<file path="src/rtl/imm_pkg.sv">
// Shared opcode and format definitions for the registered immediate decoder.
// Optional macro IMM_ZICSR_EN (used by imm_gen_comb) enables CSR-immediate decoding.
package imm_pkg;

    localparam logic [6:0] OPC_LUI     = 7'b0110111;
    localparam logic [6:0] OPC_AUIPC   = 7'b0010111;
    localparam logic [6:0] OPC_JAL     = 7'b1101111;
    localparam logic [6:0] OPC_JALR    = 7'b1100111;
    localparam logic [6:0] OPC_BRANCH  = 7'b1100011;
    localparam logic [6:0] OPC_LOAD    = 7'b0000011;
    localparam logic [6:0] OPC_STORE   = 7'b0100011;
    localparam logic [6:0] OPC_OPIMM   = 7'b0010011;
    localparam logic [6:0] OPC_OP      = 7'b0110011;
    localparam logic [6:0] OPC_MISCMEM = 7'b0001111;
    localparam logic [6:0] OPC_SYSTEM  = 7'b1110011;

    // Bit positions inside the one-hot format vector
    localparam int FMT_R = 0;
    localparam int FMT_I = 1;
    localparam int FMT_S = 2;
    localparam int FMT_B = 3;
    localparam int FMT_U = 4;
    localparam int FMT_J = 5;
    localparam int FMT_W = 6;

    typedef logic [FMT_W-1:0] fmt_t;

    function automatic fmt_t fmt_onehot(input int idx);
        fmt_t f;
        f = '0;
        f[idx] = 1'b1;
        return f;
    endfunction

endpackage

</file>
<file path="src/rtl/imm_gen_comb.sv">
// Combinational opcode -> format / illegal / sign-extended immediate generator.
// With IMM_ZICSR_EN defined, CSR*I encodings yield the zero-extended uimm field.
module imm_gen_comb
    import imm_pkg::*;
#(
    parameter int XLEN = 32
) (
    input  logic [31:0]      inst,
    output logic [FMT_W-1:0] format,
    output logic             illegal,
    output logic [XLEN-1:0]  immediate
);

    logic [6:0]  opcode;
    logic [31:0] imm_i;
    logic [31:0] imm_s;
    logic [31:0] imm_b;
    logic [31:0] imm_j;
    logic [31:0] imm_u;
    logic        unused_funct3;

    assign opcode = inst[6:0];

    // All variants are built as 32-bit signed values, then widened once below
    assign imm_i = {{20{inst[31]}}, inst[31:20]};
    assign imm_s = {{20{inst[31]}}, inst[31:25], inst[11:7]};
    assign imm_b = {{19{inst[31]}}, inst[31], inst[7], inst[30:25], inst[11:8], 1'b0};
    assign imm_j = {{11{inst[31]}}, inst[31], inst[19:12], inst[20], inst[30:21], 1'b0};
    assign imm_u = {inst[31:12], 12'b0};

    assign unused_funct3 = ^inst[14:12];

    always_comb begin
        format    = '0;
        illegal   = 1'b0;
        immediate = '0;
        case (opcode)
            OPC_LUI, OPC_AUIPC: begin
                format    = fmt_onehot(FMT_U);
                immediate = XLEN'($signed(imm_u));
            end
            OPC_JAL: begin
                format    = fmt_onehot(FMT_J);
                immediate = XLEN'($signed(imm_j));
            end
            OPC_BRANCH: begin
                format    = fmt_onehot(FMT_B);
                immediate = XLEN'($signed(imm_b));
            end
            OPC_STORE: begin
                format    = fmt_onehot(FMT_S);
                immediate = XLEN'($signed(imm_s));
            end
            OPC_OP: begin
                format    = fmt_onehot(FMT_R);
            end
            OPC_JALR, OPC_LOAD, OPC_OPIMM, OPC_MISCMEM, OPC_SYSTEM: begin
                format    = fmt_onehot(FMT_I);
                immediate = XLEN'($signed(imm_i));
`ifdef IMM_ZICSR_EN
                if (opcode == OPC_SYSTEM && inst[14]) begin
                    immediate = XLEN'({27'b0, inst[19:15]});
                end
`endif
            end
            default: begin
                illegal = 1'b1;
            end
        endcase
    end

endmodule

</file>
<file path="src/rtl/imm_decode_buf.sv">
// Registered immediate decoder: imm_gen_comb feeding a 2-entry ready/valid FIFO.
// Optional macro IMM_ZICSR_EN is forwarded to imm_gen_comb (CSR*I uimm decoding).
module imm_decode_buf
    import imm_pkg::*;
#(
    parameter int XLEN  = 32,
    parameter int TAG_W = 4
) (
    input  logic             i_clk,
    input  logic             i_rst,
    input  logic             i_flush,
    input  logic             i_valid,
    output logic             o_ready,
    input  logic [31:0]      i_inst,
    input  logic [TAG_W-1:0] i_tag,
    output logic             o_valid,
    input  logic             i_ready,
    output logic [XLEN-1:0]  o_immediate,
    output logic [FMT_W-1:0] o_format,
    output logic             o_illegal,
    output logic [TAG_W-1:0] o_tag
);

    localparam int DEPTH = 2;

    logic [FMT_W-1:0] dec_format;
    logic             dec_illegal;
    logic [XLEN-1:0]  dec_immediate;

    imm_gen_comb #(
        .XLEN(XLEN)
    ) u_gen (
        .inst      (i_inst),
        .format    (dec_format),
        .illegal   (dec_illegal),
        .immediate (dec_immediate)
    );

    logic [XLEN-1:0]  imm_mem [DEPTH];
    logic [FMT_W-1:0] fmt_mem [DEPTH];
    logic             ill_mem [DEPTH];
    logic [TAG_W-1:0] tag_mem [DEPTH];

    logic [1:0] count_reg, count_next;
    logic       wr_ptr_reg, wr_ptr_next;
    logic       rd_ptr_reg, rd_ptr_next;
    logic       valid_reg;
    logic       ready_reg;
    logic       push;
    logic       pop;
    logic [DEPTH-1:0] wr_en;

    // Handshakes only look at registered flags, so no ready path is combinational
    assign push = i_valid & ready_reg & ~i_flush;
    assign pop  = valid_reg & i_ready & ~i_flush;

    genvar gi;
    generate
        for (gi = 0; gi < DEPTH; gi++) begin : g_wr_en
            assign wr_en[gi] = push && (wr_ptr_reg == 1'(gi));
        end
    endgenerate

    always_ff @(posedge i_clk or posedge i_rst) begin
        if (i_rst) begin
            for (int i = 0; i < DEPTH; i++) begin
                imm_mem[i] <= '0;
                fmt_mem[i] <= '0;
                ill_mem[i] <= 1'b0;
                tag_mem[i] <= '0;
            end
        end else begin
            for (int i = 0; i < DEPTH; i++) begin
                if (wr_en[i]) begin
                    imm_mem[i] <= dec_immediate;
                    fmt_mem[i] <= dec_format;
                    ill_mem[i] <= dec_illegal;
                    tag_mem[i] <= i_tag;
                end
            end
        end
    end

    always_comb begin
        count_next  = count_reg;
        wr_ptr_next = wr_ptr_reg;
        rd_ptr_next = rd_ptr_reg;
        if (i_flush) begin
            count_next  = 2'd0;
            wr_ptr_next = 1'b0;
            rd_ptr_next = 1'b0;
        end else begin
            if (push) begin
                wr_ptr_next = ~wr_ptr_reg;
            end
            if (pop) begin
                rd_ptr_next = ~rd_ptr_reg;
            end
            case ({push, pop})
                2'b10:   count_next = count_reg + 2'd1;
                2'b01:   count_next = count_reg - 2'd1;
                default: count_next = count_reg;
            endcase
        end
    end

    always_ff @(posedge i_clk or posedge i_rst) begin
        if (i_rst) begin
            count_reg  <= 2'd0;
            wr_ptr_reg <= 1'b0;
            rd_ptr_reg <= 1'b0;
            valid_reg  <= 1'b0;
            ready_reg  <= 1'b1;
        end else begin
            count_reg  <= count_next;
            wr_ptr_reg <= wr_ptr_next;
            rd_ptr_reg <= rd_ptr_next;
            valid_reg  <= (count_next != 2'd0);
            ready_reg  <= (count_next < 2'd2);
        end
    end

    assign o_valid     = valid_reg;
    assign o_ready     = ready_reg;
    assign o_immediate = imm_mem[rd_ptr_reg];
    assign o_format    = fmt_mem[rd_ptr_reg];
    assign o_illegal   = ill_mem[rd_ptr_reg];
    assign o_tag       = tag_mem[rd_ptr_reg];

endmodule
</file>
<file path="config.mk">
export PLATFORM = sky130hd
export DESIGN_NAME = imm_decode_buf
export DESIGN_NICKNAME = d
export VERILOG_FILES = /design/src/rtl/imm_pkg.sv /design/src/rtl/imm_gen_comb.sv /design/src/rtl/imm_decode_buf.sv
export SDC_FILE = /design/constraint.sdc
export NUM_CORES = 1
export LEC_CHECK = 0
export CAP_MARGIN = 0
export CORE_MARGIN = 2
export CORE_UTILIZATION = 57
export DETAILED_ROUTE_END_ITERATION = 10
export HOLD_SLACK_MARGIN = 0.06
export PLACE_DENSITY = 0.95
export SYNTH_ARGS = -nofsm -noshare
export SYNTH_HDL_FRONTEND = slang
export SYNTH_SLANG_ARGS = --single-unit
</file>
<file path="constraint.sdc">
create_clock -name i_clk -period 5.5 [get_ports i_clk]
set_clock_uncertainty 0.05 [all_clocks]
set_input_delay 1.1 -clock i_clk [delete_from_list [all_inputs] [get_ports i_clk]]
set_output_delay 1.1 -clock i_clk [all_outputs]
set_load 0.02 [all_outputs]
</file>
==> results of run 1 <==
[synthesized netlist by cell type (2+ instances only)]
master and n:
buf_2 20, nor2_1 17, dfrtp_1 91, o211ai_1 26, buf_4 2, a31oi_1 4
o31ai_1 2, nor2b_1 2, nand4b_1 2, nand2b_1 2, buf_6 4, inv_1 3
and3_1 3, nand3b_1 5, a31o_2 4, nand3_1 4, clkbuf_1 4, and3b_1 2
a21oi_1 3, nor3_1 4, a221o_1 4, xor2_1 2, and2_1 14, mux2_2 44
o21ai_0 21, o21ai_1 9, o22a_1 16, nand2_1 107, or3_1 3, a22o_1 4
xnor2_1 3
[where the power goes]
group / switching [W] / internal [W]
registers: 0.0000699 / 0.000769
logic: 0.000206 / 0.000223
clock network: 0.000235 / 0.000176
total: 0.000511 / 0.00117
[layer usage]
metal  GRT usage [%]  vias to the layer above
li1                -                     1741
met1            35.6                     1873
met2            41.6                      163
met3            4.74                       21
met4            10.3                        0
met5               0                        -
[logic make-up (layout without fill, tap and decap cells)]
group | Yosys count | count (layout) | share of synthesized area, %
buffers and inverters | 34 | 106 | 4.11
flip-flops | 92 | 92 | 49.8
adder cells (fa/ha/maj) | 1 | 1 | 0.271
multiplexers | 44 | 44 | 10.7
AO/OA/AOI/OAI | 104 | 104 | 16.6
AND/OR/NAND/NOR | 172 | 172 | 17.5
XOR/XNOR | 5 | 5 | 0.948
[critical path, delay by kind of cell (launching register included)]
kind / cells / cell delay, ns
DFF: 1 / 1.07
buffers and inverters: 1 / 0.54
muxes: 1 / 0.45
[cell type report]
class | instances | area share [%]
Clock buffer | 10 | 2.44
Sequential cell | 92 | 40.9
Clock inverter | 5 | 0.667
Timing Repair Buffer | 88 | 15.5
Tap cell | 102 | 2.27
Inverter | 3 | 0.222
Multi-Input combinational cell | 326 | 37.9
[metrics by stage]
stage	cell area [sq um]	cells	utilization [%]	hold slack, ns	power, W
floorplan	4620	452	-	0.390	0.00111
global placement	5450	611	69.9	0.402	0.00126
detailed placement	5450	611	69.9	0.413	0.00128
CTS	5630	626	72.1	0.433	0.00169
global route	5630	626	72.1	0.452	0.00176
finish	5630	626	72.1	0.431	0.00168
[worst paths after layout]
| kind | endpoint | slack (ns) | startpoint |
|---|---|---|---|
| max | o_immediate[10] | 1.90 | rd_ptr_reg |
| min | tag_mem[3] | 0.43 | tag_mem[3] |
| max reg2reg | imm_mem[58] | 2.98 | o_ready |
| min reg2reg | tag_mem[3] | 0.43 | tag_mem[3] |
| max in group asynchronous | o_ready | 3.18 | i_rst |
| min in group asynchronous | imm_mem[27] | 1.19 | i_rst |
==> summary.md, run 1 <==
| Metric | Value |
|---|---|
| Status | completed |
| Total grt overflow | 0 |
| Pin count of the biggest net entering global routing | 58 |
| Hold Crit Depth | 2 |
| Syn_nets | ~490 |
| DRT iter0 DRCs | 346 |
| Gr usage total | 26.1% |
| Post-Synthesis Cell Area | 4620 sq um |
| Final setup fails | 0 |
| Met2 Wirelength | about 5300 um |
| Routed Antenna Nets | 0 |
| Count of input and output buffers | 85 |
| CTS tree | yes |
| Synth top area share | between 40% and 50% |
| Hold Crit Class | flip-flop to flip-flop |
| Setup Buffers After CTS | 0 |
| Root Buffer | clkbuf_8 |
| Post-Route WL | 10,900 um |
| Vias per cell | approximately 6 |
| Rel. slew slack | between 20% and 30% |
| Number of flip-flops in the largest register | 64 |
| Reg2Reg Depth | 4 |
| Worst-path clk slew | 0.08 ns |
| Top cells by area, synth | dfrtp_1, mux2_2, nand2_1, o211ai_1, o22a_1 |
| Worst path required time | 4.35 ns |
| YS warnings | 0 |
| Async S/R FF share, synth | 100% |
| Slew @ Worst Pin | approximately 1.1 ns |
| Final WS setup | roughly 1.9 ns |
| Drt pass-1 iters | 5 |
| CTS resizes | 0 |
| Top Registers | imm_mem (64), fmt_mem (12), tag_mem (8) |
| Startpoint Class | flip-flop |
| Vias in the first global route | 3,702 |
| Wl on met1 | 4720 um |
| Setup TNS | 0 ns |
| Post-CTS Hold Buffers | 0 |
| Sequential cell area | 2300 sq um |
| Synth Register Bits | 92 |
| Commonest cells after routing, fill and taps aside | nand2_1, dfrtp_1, clkdlybuf4s50_1, mux2_2, o211ai_1 |
| Vias | 3,798 |
| RSZ-0062 raised after global routing | false |
| Critical-path maximum fanout | 44 |
| Chip height | 94.1 um |
| Die area | 8850 sq um |
| Post-DP HPWL | 7440 um |
| Commonest non-fill, non-tap cell in the layout | nand2_1 |
| Crit end category | primary output |
| Share of cells above drive strength 1 | 15.8% |
| H-Tree Depth | 3 |
| Min Clock Period, post-route | 3.60 ns |
| CTS buffer count | 9 |
| Peak supply drop | 0.187 mV |
| Main synth FF type | dfrtp_1 |
| Fin nets | 562 |
| Worst EP arrival | ~2.5 ns |
| Routed met3 length | slightly below 700 um |
| Synth unique cells | 52 |
| Fillers | about 570 |
| Rows | 32 |
| P&R area growth vs syn | 21.8% |
| I/O pin count | between 80 and 90 |
| Post-synthesis sequential area ratio | 49.8% |
| Initial core utilization | between 50 and 60% |
| Final max-slew violation count | 0 |
| Uppermost layer routed | met4 |
| PD cells | just under 300 nW/um^2 |
| Slowest CP cell | dfrtp_2 |
| ANT cells | 0 |
| First-pass GRT wire length | about 18,000 um |
| Longest Clk Path Bufs | 2 |
| Routed wire per std cell | ~17 um |
| Largest area contributor in the synthesized netlist | dfrtp_1 |
| Syn Area/Cell | ~10 sq um |
| Final Hold Fails | 0 |
| CP Cell Sequence | mux2_2, clkdlybuf4s50_1 |
| Multi-input logic area | between 2000 and 2500 sq um |
| Worst skew pair latency | 0.35 ns |
| EDFF count, synth | 0 |
| Die width | 94.1 um |
| Largest Register | imm_mem |
| Fin crit share | between 60% and 70% |
| Leakage Power | 2.37 nW |
| Cell count after synthesis | 452 |
| Residual DRC | 0 |
| Setup WS pre-CTS | approximately 1.8 ns |
| Fmax | about 0.28 GHz |
| CP peak stage delay | 1.07 ns |
| Clk sinks | ~90 |
| Initial antenna violation count | 0 |
| Kind of critical path | flip-flop to primary output |
| Gpl congestion | 0.887 |
| Core area | 7810 sq um |
| Max Cap Viol | 0 |
(Power assumes the default switching activity.)
==> run 2: changes to the inputs <==
Settings changed: CORE_UTILIZATION 57 to 47, PLACE_DENSITY 0.95 to 0.86.
Clock period 5.5 ns to 3.3 ns, I/O delays scaled along.
==> run 2 against run 1 <==
Net effect:
- design area grew 3.0%
- via count grew 0.29%
- power grew 77%
- count of clock-buffer cells in the layout is the same
- global-route usage shrank 2.8 points
- critical path depth grew 1
- critical path type unchanged
- largest cell class unchanged
- wire length grew 8.1%
- first-iteration DRC count shrank 39%
==> summary.md, run 2 (synthesis results as in run 1) <==
| Metric | Value |
|---|---|
| Status | completed |
| Fmax | 0.366 GHz |
| Fin crit share | 82.7% |
| H-Tree Depth | 3 |
| Initial core utilization | 47.9% |
| Top Registers | imm_mem (64), fmt_mem (12), tag_mem (8) |
| Worst path top cell family by delay | buffers and inverters |
| Die area | 10,600 sq um |
| CTS tree | yes |
| Vias in the first global route | a little under 4,000 |
| Die width | approximately 100 um |
| Hold Crit Class | flip-flop to flip-flop |
| Final Hold Fails | 0 |
| Buf/Inv on CP | 2 |
| Peak supply drop | approximately 0.32 mV |
| Initial antenna violation count | 0 |
| Setup TNS | 0 ns |
| Final setup fails | 0 |
| Critical-path maximum fanout | 26 |
| Commonest non-fill, non-tap cell in the layout | nand2_1 |
| P&R area growth vs syn | 25.5% |
| Fin nets | 573 |
| Drt pass-1 iters | 5 |
| Rows | 36 |
| RSZ-0062 raised after global routing | false |
| Pin count of the biggest net entering global routing | a little over 50 |
| CP peak stage delay | 0.54 ns |
| Leakage Power | ~2.4 nW |
| Longest Clk Path Bufs | 2 |
| PD cells | between 500 and 600 nW/um^2 |
| Count of input and output buffers | 85 |
| Largest Register | imm_mem |
| Rel. slew slack | 35.4% |
| Clk sinks | 92 |
| First-pass GRT wire length | approximately 19,000 um |
| Vias | 3,809 |
| Critical Path Stages | 3 |
| Number of flip-flops in the largest register | 64 |
| Kind of critical path | flip-flop to primary output |
| Slowest CP cell | clkdlybuf4s50_1 |
| Commonest cells after routing, fill and taps aside | nand2_1, dfrtp_1, clkdlybuf4s50_1, mux2_2, o211ai_1 |
| Worst path required time | 2.59 ns |
| Chip height | about 100 um |
| Final max-slew violation count | 0 |
| ANT cells | 0 |
| CP Cell Sequence | buf_4, mux2_2, clkdlybuf4s50_1 |
| Post-DP HPWL | 8320 um |
| Crit end category | primary output |
| Min Clock Period, post-route | 2.73 ns |
| Reg2Reg Depth | 4 |
| CTS buffer count | 9 |
| Worst EP arrival | 2.02 ns |
| Post-Route WL | 11,800 um |
| Total grt overflow | 0 |
| Max Cap Viol | 0 |
| Setup Buffers After CTS | 0 |
| Hold Crit Depth | 2 |
| Post-CTS Hold Buffers | 0 |
| Post-layout util | 60.2% |
| Share of cells above drive strength 1 | between 10% and 20% |
| Startpoint Class | flip-flop |
| I/O pin count | 86 |
| Core area | 9640 sq um |
| Vias per cell | 5.71 |
| Gpl congestion | 0.834 |
| Root Buffer | clkbuf_8 |
| DRT iter0 DRCs | 211 |
| Worst-path clk slew | roughly 0.080 ns |
| FF-to-FF setup slack | 1.29 ns |
| Worst skew pair latency | 0.36 ns |
| CTS resizes | 0 |
| Gr usage total | 23.3% |
| Residual DRC | 0 |
| Slew @ Worst Pin | 0.965 ns |
| Routed Antenna Nets | 0 |
| Routed wire per std cell | 17.7 um |
==> run 2: changes by cell type in the layout (fill, tap and decap cells not counted) <==
cell       delta
clkinv_4      -1
clkinv_2      -1
inv_6         -1
buf_12        +1
buf_4        +10
bufinv_16     +2
==> run 2: cell type report <==
class / count / area, sq um
multi-input cells: 326 / 2140
inverters: 3 / 12.5
clock buffers: 10 / 138
clock inverters: 4 / 75.1
repair buffers: 99 / 968
fillers: 838 / 3840
flip-flops and latches: 92 / 2300
well taps: 133 / 166
==> run 2: per-stage QoR <==
stage	worst slack (ns)	cells	power [W]	cell area, sq um	hold WS (ns)
2_1_floorplan	0.200	452	0.00184	4620	0.390
3_3_place_gp	0.374	653	0.00212	5590	0.403
3_5_place_dp	0.287	653	0.00216	5590	0.411
4_1_cts	0.557	667	0.00298	5800	0.431
5_1_grt	0.437	667	0.00310	5800	0.453
6_report	0.570	667	0.00297	5800	0.430
==> run 2: path summary, 6_finish.rpt <==
kind,startpoint,endpoint
setup / recovery,rd_ptr_reg,o_immediate[5]
hold / removal,fmt_mem[3],fmt_mem[3]
hold reg to reg,fmt_mem[3],fmt_mem[3]
setup reg to reg,o_ready,imm_mem[35]
min in group asynchronous,i_rst,imm_mem[60]
max in group asynchronous,i_rst,imm_mem[43]
==> run 2: worst register-to-register path, cell delays in order (launching register included) <==
cell      delay (ns)
dfstp_2         0.58
nand3b_4        0.10
nand2b_2        0.37
nor3_1          0.58
a221o_1         0.26
==> run 2: where the power goes <==
group	internal (W)	total, W	switching, W	leakage, nW
clock	0.000439	0.000836	0.000397	0.100
combinational	0.000385	0.000773	0.000388	1.14
sequential	0.00128	0.00136	0.0000823	1.21
total	0.00211	0.00297	0.000867	2.45
==> run 2: routing by layer <==
metal,global-route usage [%],wire length [um],vias up
met5,0,0,-
met3,3.59,536,15
met1,31.0,5120,1927
li1,-,-,1754
met2,38.5,5910,113
met4,9.51,211,0
==> run 3: changes to the inputs <==
Settings changed: CORE_UTILIZATION 47 to 52, PLACE_DENSITY 0.86 to 0.9.
Clock period 3.3 ns to 2.52 ns, I/O delays scaled along.
==> run 3 against run 2 <==
Net effect:
- die area decreased by 9.3%
- wire length decreased by 0.93%
- critical path depth unchanged
- flip-flop and latch count unchanged
- global-route usage increased by 1.5 points
- cell count decreased by 2.1%
- clock power increased by 34%
- sequential share of layout area decreased by 0.68 points
- worst hold slack got worse by 0.0056 ns
- first-iteration DRC count increased by 3.3%
- register-to-register slack got worse by 0.65 ns
- critical path type unchanged
- largest power group unchanged
- highest routed layer unchanged
==> summary.md, run 3 (synthesis results as in run 1) <==
| Metric | Value |
|---|---|
| P&R area growth vs syn | 27.7% |
| Vias per cell | 5.79 |
| Worst path required time | 1.97 ns |
| Vias | 3,780 |
| Worst EP arrival | between 1.5 and 2 ns |
| Die width | 98.3 um |
| Routed wire per std cell | 17.9 um |
| Initial core utilization | 53.3% |
| Fmax | 0.401 GHz |
| Residual DRC | 0 |
| Peak supply drop | between 0.3 and 0.4 mV |
| Post-layout util | 68.0% |
| Leakage Power | around 2.6 nW |
| Fin crit share | approximately 99% |
| Count of input and output buffers | 85 |
| Post-DP HPWL | 8350 um |
| Kind of critical path | flip-flop to primary output |
| Core area | just under 9000 sq um |
| Fillers | 678 |
| Number of flip-flops in the largest register | 64 |
| Drt pass-1 iters | 5 |
| Gr usage total | 24.8% |
| Root Buffer | clkbuf_8 |
| I/O pin count | 86 |
| Setup WS pre-CTS | -0.0761 ns |
| Crit end category | primary output |
| Status | completed |
| Slew @ Worst Pin | 0.679 ns |
| Clk sinks | 92 |
| Longest Clk Path Bufs | 2 |
| Die area | between 9000 and 10,000 sq um |
| Post-Route WL | 11,700 um |
| DRT iter0 DRCs | 218 |
| Routed Antenna Nets | 0 |
| Top Registers | imm_mem (64), fmt_mem (12), tag_mem (8) |
| Total grt overflow | 0 |
| Final WS setup | 0.0252 ns |
| Initial antenna violation count | 0 |
| Worst-path clk slew | 0.09 ns |
| Largest Register | imm_mem |
| ANT cells | 0 |
| Min Clock Period, post-route | 2.49 ns |
| H-Tree Depth | 3 |
| Chip height | 98.3 um |
| PD cells | 667 nW/um^2 |
| Gpl congestion | 0.904 |
| Commonest non-fill, non-tap cell in the layout | nand2_1 |
| Commonest cells after routing, fill and taps aside | nand2_1, dfrtp_1, clkdlybuf4s50_1, mux2_2, o211ai_1 |
| Vias in the first global route | 3,958 |
| Final max-slew violation count | 0 |
| Startpoint Class | flip-flop |
| Hold Crit Class | flip-flop to flip-flop |
| Multi-input logic area | approximately 2100 sq um |
| Pin count of the biggest net entering global routing | 93 |
| First-pass GRT wire length | 19,200 um |
| Rel. slew slack | 54.6% |
| Post-CTS Hold Buffers | 0 |
| Fin nets | 582 |
| CTS tree | yes |
| Max Cap Viol | 0 |
| Share of cells above drive strength 1 | 19.1% |
| Final setup fails | 0 |
| Critical-path maximum fanout | 23 |
| Rows | 34 |
| CTS buffer count | 9 |
| Worst skew pair latency | 0.36 ns |
| RSZ-0062 raised after global routing | false |
| Sequential cell area | 2300 sq um |
| Final Hold Fails | 0 |
==> run 3: report_power, final <==
part / switching, W / total, W / internal, W
sequential: 0.000114 / 0.00179 / 0.00168
combinational: 0.000503 / 0.00102 / 0.000521
clock: 0.000533 / 0.00112 / 0.000586
==> run 3: final timing paths <==
path | slack (ns) | depth (start not counted) | from | end
min in group asynchronous | 0.54 | 3 | i_rst | imm_mem[58]
worst min-delay path | 0.42 | 2 | tag_mem[1] | tag_mem[1]
worst max register to register | 0.64 | 4 | o_ready | imm_mem[12]
worst max-delay path | 0.03 | 3 | rd_ptr_reg | o_tag[2]
max in group asynchronous | 1.47 | 3 | i_rst | rd_ptr_reg
worst min register to register | 0.42 | 2 | tag_mem[1] | tag_mem[1]
==> run 3: what timing repair did <==
| item | in CTS | in global routing |
|---|---|---|
| gates resized for setup | 3 | 7 |
| endpoints found under the setup margin | 38 | 7 |
| buffers inserted | 1 | 0 |
==> run 3: stage by stage <==
| step | hold slack (ns) | instance area [sq um] | power, W | cells | setup TNS [ns] |
|---|---|---|---|---|---|
| after floorplan | 0.390 | 4630 | 0.00241 | 452 | 0 |
| after global placement | 0.403 | 5660 | 0.00280 | 636 | 0 |
| after detailed placement | 0.409 | 5660 | 0.00285 | 636 | -0.396 |
| after CTS | 0.430 | 5880 | 0.00395 | 653 | 0 |
| after global routing | 0.460 | 5900 | 0.00410 | 653 | 0 |
| final | 0.424 | 5900 | 0.00394 | 653 | 0 |
==> run 3: final cells by class <==
| type | instances | share of cell area (%) |
|---|---|---|
| multi-input combinational | 326 | 36.2 |
| inverter | 3 | 0.254 |
| tap | 108 | 2.29 |
| clock inverter | 6 | 1.46 |
| clock buffer | 10 | 2.33 |
| sequential | 92 | 39.1 |
| timing repair buffer | 108 | 18.4 |
==> run 3: routing by layer <==
layer / GRT usage (%) / up-vias / wire length [um]
met5: 0 / - / 0
met4: 7.27 / 0 / 191
met3: 3.36 / 15 / 497
met2: 42.5 / 94 / 5960
met1: 33.2 / 1900 / 5020
li1: - / 1771 / -
==> run 3: critical path: stages, from the launching register on <==
cell and delay [ns]:
dfrtp_2 0.46, buf_12 0.20, mux2_2 0.35, clkdlybuf4s50_1 0.54
